===== src/rtl/pool_relu.sv =====
// 2x2 stride-2 signed max-pooling with optional ReLU over Q16.16 feature maps held in DRAM.
// Reads each window word by word, then writes one pooled word per window.
module pool_relu #(
    parameter int DATA_WIDTH  = 32,
    parameter int ADDR_WIDTH  = 18,
    parameter int FMAP_WIDTH  = 28,
    parameter int FMAP_HEIGHT = 28,
    parameter int NUM_CHNL    = 6,
    parameter logic [ADDR_WIDTH-1:0] IN_BASE  = 18'd0,
    parameter logic [ADDR_WIDTH-1:0] OUT_BASE = 18'd8192,
    parameter bit RELU_EN = 1'b1
) (
    input  logic                  clk,
    input  logic                  srstn,
    input  logic                  enable,
    input  logic                  dram_valid,
    input  logic [DATA_WIDTH-1:0] data_in,
    output logic [DATA_WIDTH-1:0] data_out,
    output logic [ADDR_WIDTH-1:0] addr_in,
    output logic [ADDR_WIDTH-1:0] addr_out,
    output logic                  dram_en_rd,
    output logic                  dram_en_wr,
    output logic                  done
);

    localparam logic [1:0] IDLE = 2'd0;
    localparam logic [1:0] RD   = 2'd1;
    localparam logic [1:0] WR   = 2'd2;
    localparam logic [1:0] DONE = 2'd3;

    localparam logic [ADDR_WIDTH-1:0] ONE       = ADDR_WIDTH'(1);
    localparam logic [ADDR_WIDTH-1:0] MAP_W     = ADDR_WIDTH'(FMAP_WIDTH);
    localparam logic [ADDR_WIDTH-1:0] MAP_HW    = ADDR_WIDTH'(FMAP_HEIGHT * FMAP_WIDTH);
    localparam logic [ADDR_WIDTH-1:0] POOL_W    = ADDR_WIDTH'(FMAP_WIDTH / 2);
    localparam logic [ADDR_WIDTH-1:0] POOL_H    = ADDR_WIDTH'(FMAP_HEIGHT / 2);
    localparam logic [ADDR_WIDTH-1:0] POOL_HW   = ADDR_WIDTH'((FMAP_HEIGHT / 2) * (FMAP_WIDTH / 2));
    localparam logic [ADDR_WIDTH-1:0] LAST_CHNL = ADDR_WIDTH'(NUM_CHNL - 1);

    logic [1:0]                   state;
    logic [ADDR_WIDTH-1:0]        chnl;
    logic [ADDR_WIDTH-1:0]        prow;
    logic [ADDR_WIDTH-1:0]        pcol;
    logic [1:0]                   win_idx;
    logic signed [DATA_WIDTH-1:0] max_r;
    logic signed [DATA_WIDTH-1:0] max_next;
    logic [DATA_WIDTH-1:0]        pooled;
    logic [ADDR_WIDTH-1:0]        win_row;
    logic [ADDR_WIDTH-1:0]        win_col;
    logic [ADDR_WIDTH-1:0]        rd_addr;
    logic [ADDR_WIDTH-1:0]        wr_addr;
    logic                         last_pcol;
    logic                         last_prow;
    logic                         last_chnl;

    // win_idx bit 1 selects the bottom row, bit 0 the right column of the window
    always_comb begin
        win_row   = (prow << 1) + {{(ADDR_WIDTH-1){1'b0}}, win_idx[1]};
        win_col   = (pcol << 1) + {{(ADDR_WIDTH-1){1'b0}}, win_idx[0]};
        rd_addr   = IN_BASE + chnl * MAP_HW + win_row * MAP_W + win_col;
        wr_addr   = OUT_BASE + chnl * POOL_HW + prow * POOL_W + pcol;
        last_pcol = (pcol == POOL_W - ONE);
        last_prow = (prow == POOL_H - ONE);
        last_chnl = (chnl == LAST_CHNL);
    end

    always_comb begin
        max_next = max_r;
        if (win_idx == 2'd0 || $signed(data_in) > max_r) begin
            max_next = $signed(data_in);
        end
        pooled = (RELU_EN && max_next[DATA_WIDTH-1]) ? '0 : max_next;
    end

    assign dram_en_rd = (state == RD);
    assign dram_en_wr = (state == WR);
    assign done       = (state == DONE);
    assign addr_in    = (state == RD) ? rd_addr : '0;

    // The write word is captured as the last window read is accepted, so it is ready in WR.
    always_ff @(posedge clk or negedge srstn) begin
        if (!srstn) begin
            state    <= IDLE;
            chnl     <= '0;
            prow     <= '0;
            pcol     <= '0;
            win_idx  <= '0;
            max_r    <= '0;
            data_out <= '0;
            addr_out <= '0;
        end else begin
            case (state)
                IDLE: begin
                    if (enable) begin
                        state   <= RD;
                        chnl    <= '0;
                        prow    <= '0;
                        pcol    <= '0;
                        win_idx <= '0;
                    end
                end
                RD: begin
                    if (dram_valid) begin
                        max_r   <= max_next;
                        win_idx <= win_idx + 2'd1;
                        if (win_idx == 2'd3) begin
                            state    <= WR;
                            data_out <= pooled;
                            addr_out <= wr_addr;
                        end
                    end
                end
                WR: begin
                    state <= RD;
                    if (!last_pcol) begin
                        pcol <= pcol + ONE;
                    end else begin
                        pcol <= '0;
                        if (!last_prow) begin
                            prow <= prow + ONE;
                        end else begin
                            prow <= '0;
                            if (!last_chnl) begin
                                chnl <= chnl + ONE;
                            end else begin
                                chnl  <= '0;
                                state <= DONE;
                            end
                        end
                    end
                end
                DONE: begin
                    if (!enable) begin
                        state <= IDLE;
                    end
                end
                default: state <= IDLE;
            endcase
        end
    end

endmodule

===== config.mk =====
export PLATFORM = sky130hd
export DESIGN_NAME = pool_relu
export DESIGN_NICKNAME = d
export VERILOG_FILES = /design/src/rtl/pool_relu.sv
export SDC_FILE = /design/constraint.sdc
export NUM_CORES = 1
export LEC_CHECK = 0
export BUFFER_PORTS_ARGS = -buffer_cell sky130_fd_sc_hd__buf_4
export CAP_MARGIN = 20
export CELL_PAD_IN_SITES_DETAIL_PLACEMENT = 0
export CELL_PAD_IN_SITES_GLOBAL_PLACEMENT = 1
export CORE_MARGIN = 2
export CORE_UTILIZATION = 39
export CTS_CLUSTER_SIZE = 14
export DETAILED_ROUTE_END_ITERATION = 12
export PLACE_DENSITY_LB_ADDON = 0.1
export SYNTH_ARGS = -nofsm -noshare
export SYNTH_HDL_FRONTEND = slang
export SYNTH_SLANG_ARGS = --single-unit

===== constraint.sdc =====
create_clock -name clk -period 5.6 [get_ports clk]
set_input_delay 0.28 -clock clk [delete_from_list [all_inputs] [get_ports clk]]
set_output_delay 0.28 -clock clk [all_outputs]
set_load 0.02 [all_outputs]

==> results of run 1 <==
[layout make-up]
cell class	count	area share, %
Tap cell	396	3.51
Sequential cell	139	24.6
Clock buffer	22	3.21
Timing Repair Buffer	128	6.97
Inverter	167	4.44
Multi-Input combinational cell	932	56.4
Clock inverter	10	0.832
[power by group through the flow]
stage,Combinational (uW),Clock [uW],Sequential (uW)
6_report,2300,1140,1550
5_1_grt,2550,1210,1600
4_1_cts,2330,1170,1550
3_5_place_dp,2320,0,1560
3_3_place_gp,2310,0,1560
2_1_floorplan,1380,0,1700
[per-stage QoR]
step | power, uW | instance area, sq um | hold slack, ps | worst slack (ps) | instances
6_report | 5000 | 14100 | -39.4 | 245 | 1794
5_1_grt | 5360 | 14100 | 31.8 | -45.5 | 1794
4_1_cts | 5060 | 13900 | 2.71 | 4.99 | 1787
3_5_place_dp | 3880 | 13300 | 472 | 80.0 | 1755
3_3_place_gp | 3870 | 13300 | 463 | 129 | 1755
2_1_floorplan | 3080 | 12100 | -15.6 | 467 | 1284
[registers in the layout, summed over array words and instances, names as in the netlist]
name	cells
win_idx	2
prow	18
max_r	32
chnl	18
pcol	18
data_out	31
addr_out	18
state	2
[cell usage after synthesis, types with 30 or more instances]
cell type,number
xnor2_1,47
o21ai_0,92
clkbuf_1,34
nand3_1,31
inv_1,167
fa_1,56
a21oi_1,55
xor2_1,31
nor2_1,68
ha_1,161
nand2_1,79
a221o_1,31
mux2_4,30
and3_1,39
dfrtp_1,139
[kinds of logic after synthesis]
group / after synthesis / synth area share (%)
DFF: 139 / 28.7
xor gates and xnor gates: 78 / 5.64
AOI/OAI and AO/OA: 276 / 15.2
and+or+nand+nor: 322 / 13.1
adders and majority gates: 217 / 25.9
muxes: 38 / 4.45
other: 1 / 0.0309
buffers and inverters: 213 / 7.02
[final timing paths]
path,from,endpoint,cells past startpoint,slack (ps)
worst max register to register,prow[2],addr_out[16],22,320
worst min register to register,addr_out[11],addr_out[11],2,480
worst min-delay path,srstn,addr_out[8],1,-40
min in group clk,data_in[4],data_out[4],2,90
max in group asynchronous,srstn,prow[1],2,4400
worst max-delay path,prow[1],addr_in[17],24,250
[per-layer routing]
metal	part of all wire (%)	wire [um]	global-route usage, %
met5	0	0	0
met3	3.0	970	2.67
met4	1.6	507	5.35
met2	45	14200	30.7
met1	51	16300	29.7
[what timing repair did]
| item | CTS | global route |
|---|---|---|
| setup endpoints to repair | 2 | 9 |
| hold endpoints to repair | 0 | 0 |
| buffers inserted | 0 | 7 |
| pin swaps | 2 | 20 |
| gates cloned | 0 | 0 |
| gates resized for setup | 6 | 35 |
==> results.md, run 1 <==
* HPWL reported at the end of detailed placement at 24400 um
* Routability cong. at between 0.8 and 0.9
* Crit path cell chain: buf_6 > fa_1 > ha_2 > inv_2 > fa_2 > nor2b_1 > o21ai_1 > a21oi_2 > o21ai_1 > nand2b_1 > a21o_1 > a21oi_2 > xor2_2 > fa_1 > inv_2 > ha_4 > nand3_2 > nand2_2 > a41oi_2 > a211o_1 > o21ai_2 > xnor2_1 > nor2_1 > buf_4
* Clock slew at reported path FFs at about 60 ps
* Area Overhead vs Synth at 16.5%
* First-pass GRT wire length at about 52000 um
* Post-synth top area share at 28.7%
* Vias per inst at ~5.2
* PwrDens at between 300 and 400 nW/um^2
* Layout cells sized above 1 at between 10% and 20%
* Critical Path Start Type: register
* H-tree levels at 4
* RSZ-0062 raised after global routing: true
* Fmax at 187 MHz
* Largest cells by area after synthesis: dfrtp_1, ha_1, fa_1, inv_1, o21ai_0
* CP max FO at 5
* Yosys warns at 0
* CTS tree: built
* Die Span Y at between 150 and 200 um
* Max cap viols at 0
* Violated checks: hold timing
* Vias in the first global route at between 9000 and 10000
* Slew @ Worst Pin at between 1000 and 1500 ps
* Synth Instances at roughly 1300
* Clk sink count at 139
* Worst hold slack at -39.4 ps
* DRT iter0 DRCs at around 480
* Multi-input gate area at 7970 sq um
* Most frequent cells in the layout: inv_1, ha_1, dfrtp_1, buf_4, o21ai_0
* Port buffer count at between 100 and 150
* Post-synthesis sequential area ratio at approximately 29%
* Main synth FF type: dfrtp_1
* Post-DR wirelength/cell at ~18 um
* Maximum vdd drop at between 0.2 and 0.25 mV
* Post-synth ARST share at between 90% and 100%
* Largest delay share family, worst path: adder cells
* Synthesized flop and latch total at ~140
* WP data required at between 5000 and 6000 ps
* Clock Tree Buf Depth at 2
* Site row count at 64
* Synth cell types at 66
* Fin. Hold Viols at 21
* Critical path type: reg2out
* Internal power at 3030 uW
* Register area at approximately 3500 sq um
* Filler cell count at between 3000 and 4000
* Worst Hold Class: in2async
* Crit share post-route at 95.6%
* Gr ovfl total at 0
* Synthesized area at 12100 sq um
* Final WL at about 32000 um
* Slowest-stage cell, CP: fa_1
* Clk root buf: clkbuf_16
* Largest net degree at the start of global routing at 97
* Synthesized Nets at roughly 1500
* Min Tclk post-route at 5350 ps
* Clk pwr share at 22.8%
* Vias at just over 9000
* Clk_skew at between 10 and 15 ps
* Syn_area_per_cell at roughly 9.4 sq um
* P_sw at 1970 uW
* Combinational share of power at a little under half
* Core box area at 30600 sq um
* CP Capture Type: output pin
* Post-synth EDFFs at 0
* Seq pwr share at between 30 and 40%
* Sum of buffers and inverters on the critical path at 4
* Worst skew pair latency at approximately 440 ps
* Total track usage at 20.0%
* Max-Slew Margin vs Limit at 30.4%
* Total CTS buffers at 17
* Die Area at between 30000 and 40000 sq um
* Final TNS setup at 0 ps
* Die Span X at 180 um
* Initial antenna violation count at 0
* Switching share of power at between 30 and 40%
* Leakage Power at about 0.0074 uW
* Post-layout util at 46.2%
* Diode count at 0
* Final setup fails at 0
* Ports at 107
* DRT Pass-1 Iters at 5
* Synth area leader: dfrtp_1
* Fin. max-slew vios at 0
* Remaining antenna violation count at 0
* Worst path max stage delay at ~560 ps
* DRC at 0
* Worst EP arrival at slightly above 5000 ps
* Initial Util at roughly two fifths
* CTS hold repair buffers at 0
* Most common cell after layout, fill and taps aside: inv_1
* NumNets Final at 1638
* Status: finished with violations
Note: power is estimated with default switching activity, not from simulation.
==> run 2, diff against run 1 <==
Settings changed: CORE_UTILIZATION 39 to 29.
==> run 2 against run 1 <==
Cell area increased by 2.5%. Sequential power about the same. Largest power group unchanged. Critical endpoint unchanged. The run now ends clean. Sequential cell count stayed put. Combinational power rose by 3%. Non-clock buffer count up 20. Register-to-register slack better by 20 ps. Via count is essentially flat. Critical path type unchanged.
==> results.md, run 2 (synthesis gave the netlist of run 1 again) <==
* Sum of buffers and inverters on the critical path at 4
* Fin. max-slew vios at 0
* Non-Filler Instances at approximately 2000
* Crit share post-route at a little over nine tenths
* Most frequent cells in the layout: inv_1, ha_1, buf_4, dfrtp_1, o21ai_0
* Port buffer count at approximately 110
* Initial antenna violation count at 0
* DRT Pass-1 Iters at 4
* Clk_skew at roughly 13 ps
* Top Usage Layer GRT: met2
* Slowest-stage cell, CP: fa_2
* Min Tclk post-route at about 5300 ps
* Area Overhead vs Synth at 19.4%
* Filler cell count at between 4000 and 5000
* Grt met1 use at roughly 22%
* Final instance area at about 14000 sq um
* Placed cell areas at 13600 sq um
* Routability cong. at 0.811
* Remaining antenna violation count at 0
* Worst path max stage delay at approximately 550 ps
* Worst hold slack at between 80 and 90 ps
* Post-layout util at between 30% and 40%
* Total CTS buffers at 17
* Worst EP arrival at around 5000 ps
* Vias per inst at between 4 and 5
* Most common cell after layout, fill and taps aside: inv_1
* Status: finished clean
* DRC at 0
* Largest net degree at the start of global routing at 84
* Final TNS setup at 0 ps
* Placed Instances at around 1900
* Total track usage at between 10% and 20%
* Crit path cell chain: buf_6 > fa_2 > ha_4 > inv_1 > fa_2 > nor2b_1 > o21ai_1 > a21oi_1 > o21ai_1 > nand2b_1 > a21o_1 > a21oi_2 > xor2_1 > fa_1 > inv_2 > ha_4 > nand3_2 > nand2_1 > a41oi_2 > a211o_1 > o21ai_2 > xnor2_2 > nor2_1 > buf_4
* Clock slew at reported path FFs at ~70 ps
* Die Span Y at approximately 210 um
* Core box area at just over 40000 sq um
* Diode count at 0
* Largest delay share family, worst path: adder cells
* Site row count at 74
* Fmax at around 190 MHz
* DRT iter0 DRCs at 329
* Biggest regs: max_r: 32 flops, data_out: 31 flops
* Multi-input gate area at about 8000 sq um
* Clk sink count at 139
* Layout cells sized above 1 at about a fifth
* PwrDens at around 350 nW/um^2
* CP max FO at 5
* Gr ovfl total at 0
* Final setup fails at 0
* Fin. Hold Viols at 0
* Clock Tree Buf Depth at 2
* Clk root buf: clkbuf_16
* Max cap viols at 0
* Die Area at between 40000 and 50000 sq um
* Worst Hold Class: in2reg
* Initial Util at between 20% and 30%
* Biggest register: max_r
* RSZ-0062 raised after global routing: true
* CP Capture Type: output pin
* Vias at a little over 9000
* Register area at 3480 sq um
* Leakage Power at ~0.0075 uW
* GRT met2 Usage at roughly 28%
* First-pass GRT wire length at between 50000 and 60000 um
* Critical Path Start Type: register
* Ports at around 110
* HPWL reported at the end of detailed placement at approximately 27000 um
* Max-Slew Margin vs Limit at roughly two fifths
* Final WL at 34800 um
* Slew @ Worst Pin at approximately 890 ps
* Max FFs per register at 32
* Vias in the first global route at between 9000 and 10000
* Maximum vdd drop at about 0.18 mV
* WP data required at roughly 5300 ps
* Die Span X at 208 um
* NumNets Final at around 1700
* CTS tree: built
* Post-DR wirelength/cell at 17.8 um
* Worst skew pair latency at around 440 ps
* Critical path type: reg2out
* GR Util met3 at around 2.5%
* H-tree levels at 4
-- run 2: changes by cell type in the layout (fill, tap and decap cells not counted), sizes merged --
cell,change
bufinv,-2
buf,+19
clkbuf,-4
dlygate4sd3,+1
inv,+4
clkinv,+2
-- run 2: final timing paths --
path                                  start      endpoint  slack, ps  cells after the start
worst min-delay path            data_in[18]  data_out[18]         90                      2
max in group asynchronous             srstn       prow[3]       3720                      3
min in group asynchronous             srstn  addr_out[14]        470                      2
worst min register to register  addr_out[8]   addr_out[8]        490                      2
worst max register to register      prow[1]  addr_out[17]        340                     21
worst max-delay path                prow[1]   addr_in[17]        250                     24
-- run 2: per-layer routing --
layer	vias to the layer above	share of wire, %
li1	4682	-
met1	4492	47
met2	114	49
met3	21	2.7
met4	0	1.3
met5	-	0
-- run 2: layout make-up --
type	instances	area share, %
multi-input cells	932	55.4
flip-flops and latches	139	24.0
repair buffers	148	7.86
well taps	532	4.60
inverters	167	4.33
clock buffers	18	3.03
clock inverters	14	0.778
-- run 2: through the flow --
stage | total power (uW) | setup slack (ps)
final | 5030 | 255
after global routing | 5410 | -37.1
after CTS | 5110 | -2.32
after detailed placement | 3960 | 172
after global placement | 3960 | 189
after floorplan | 3080 | 467
-- run 2: report_power, final --
part	internal, uW	switching, uW	total, uW	leakage (uW)
sequential	1310	232	1540	0.00182
combinational	1090	1290	2380	0.00542
clock	586	516	1100	0.000262
-- run 2: timing repair --
action                                 CTS  global route
cloned                                   0             0
resized for setup                        9            40
setup buffers                            0             8
hold buffers                             1             0
endpoints found under the hold margin   82             0
setup endpoints to repair                3             7
pin swaps                                3            12
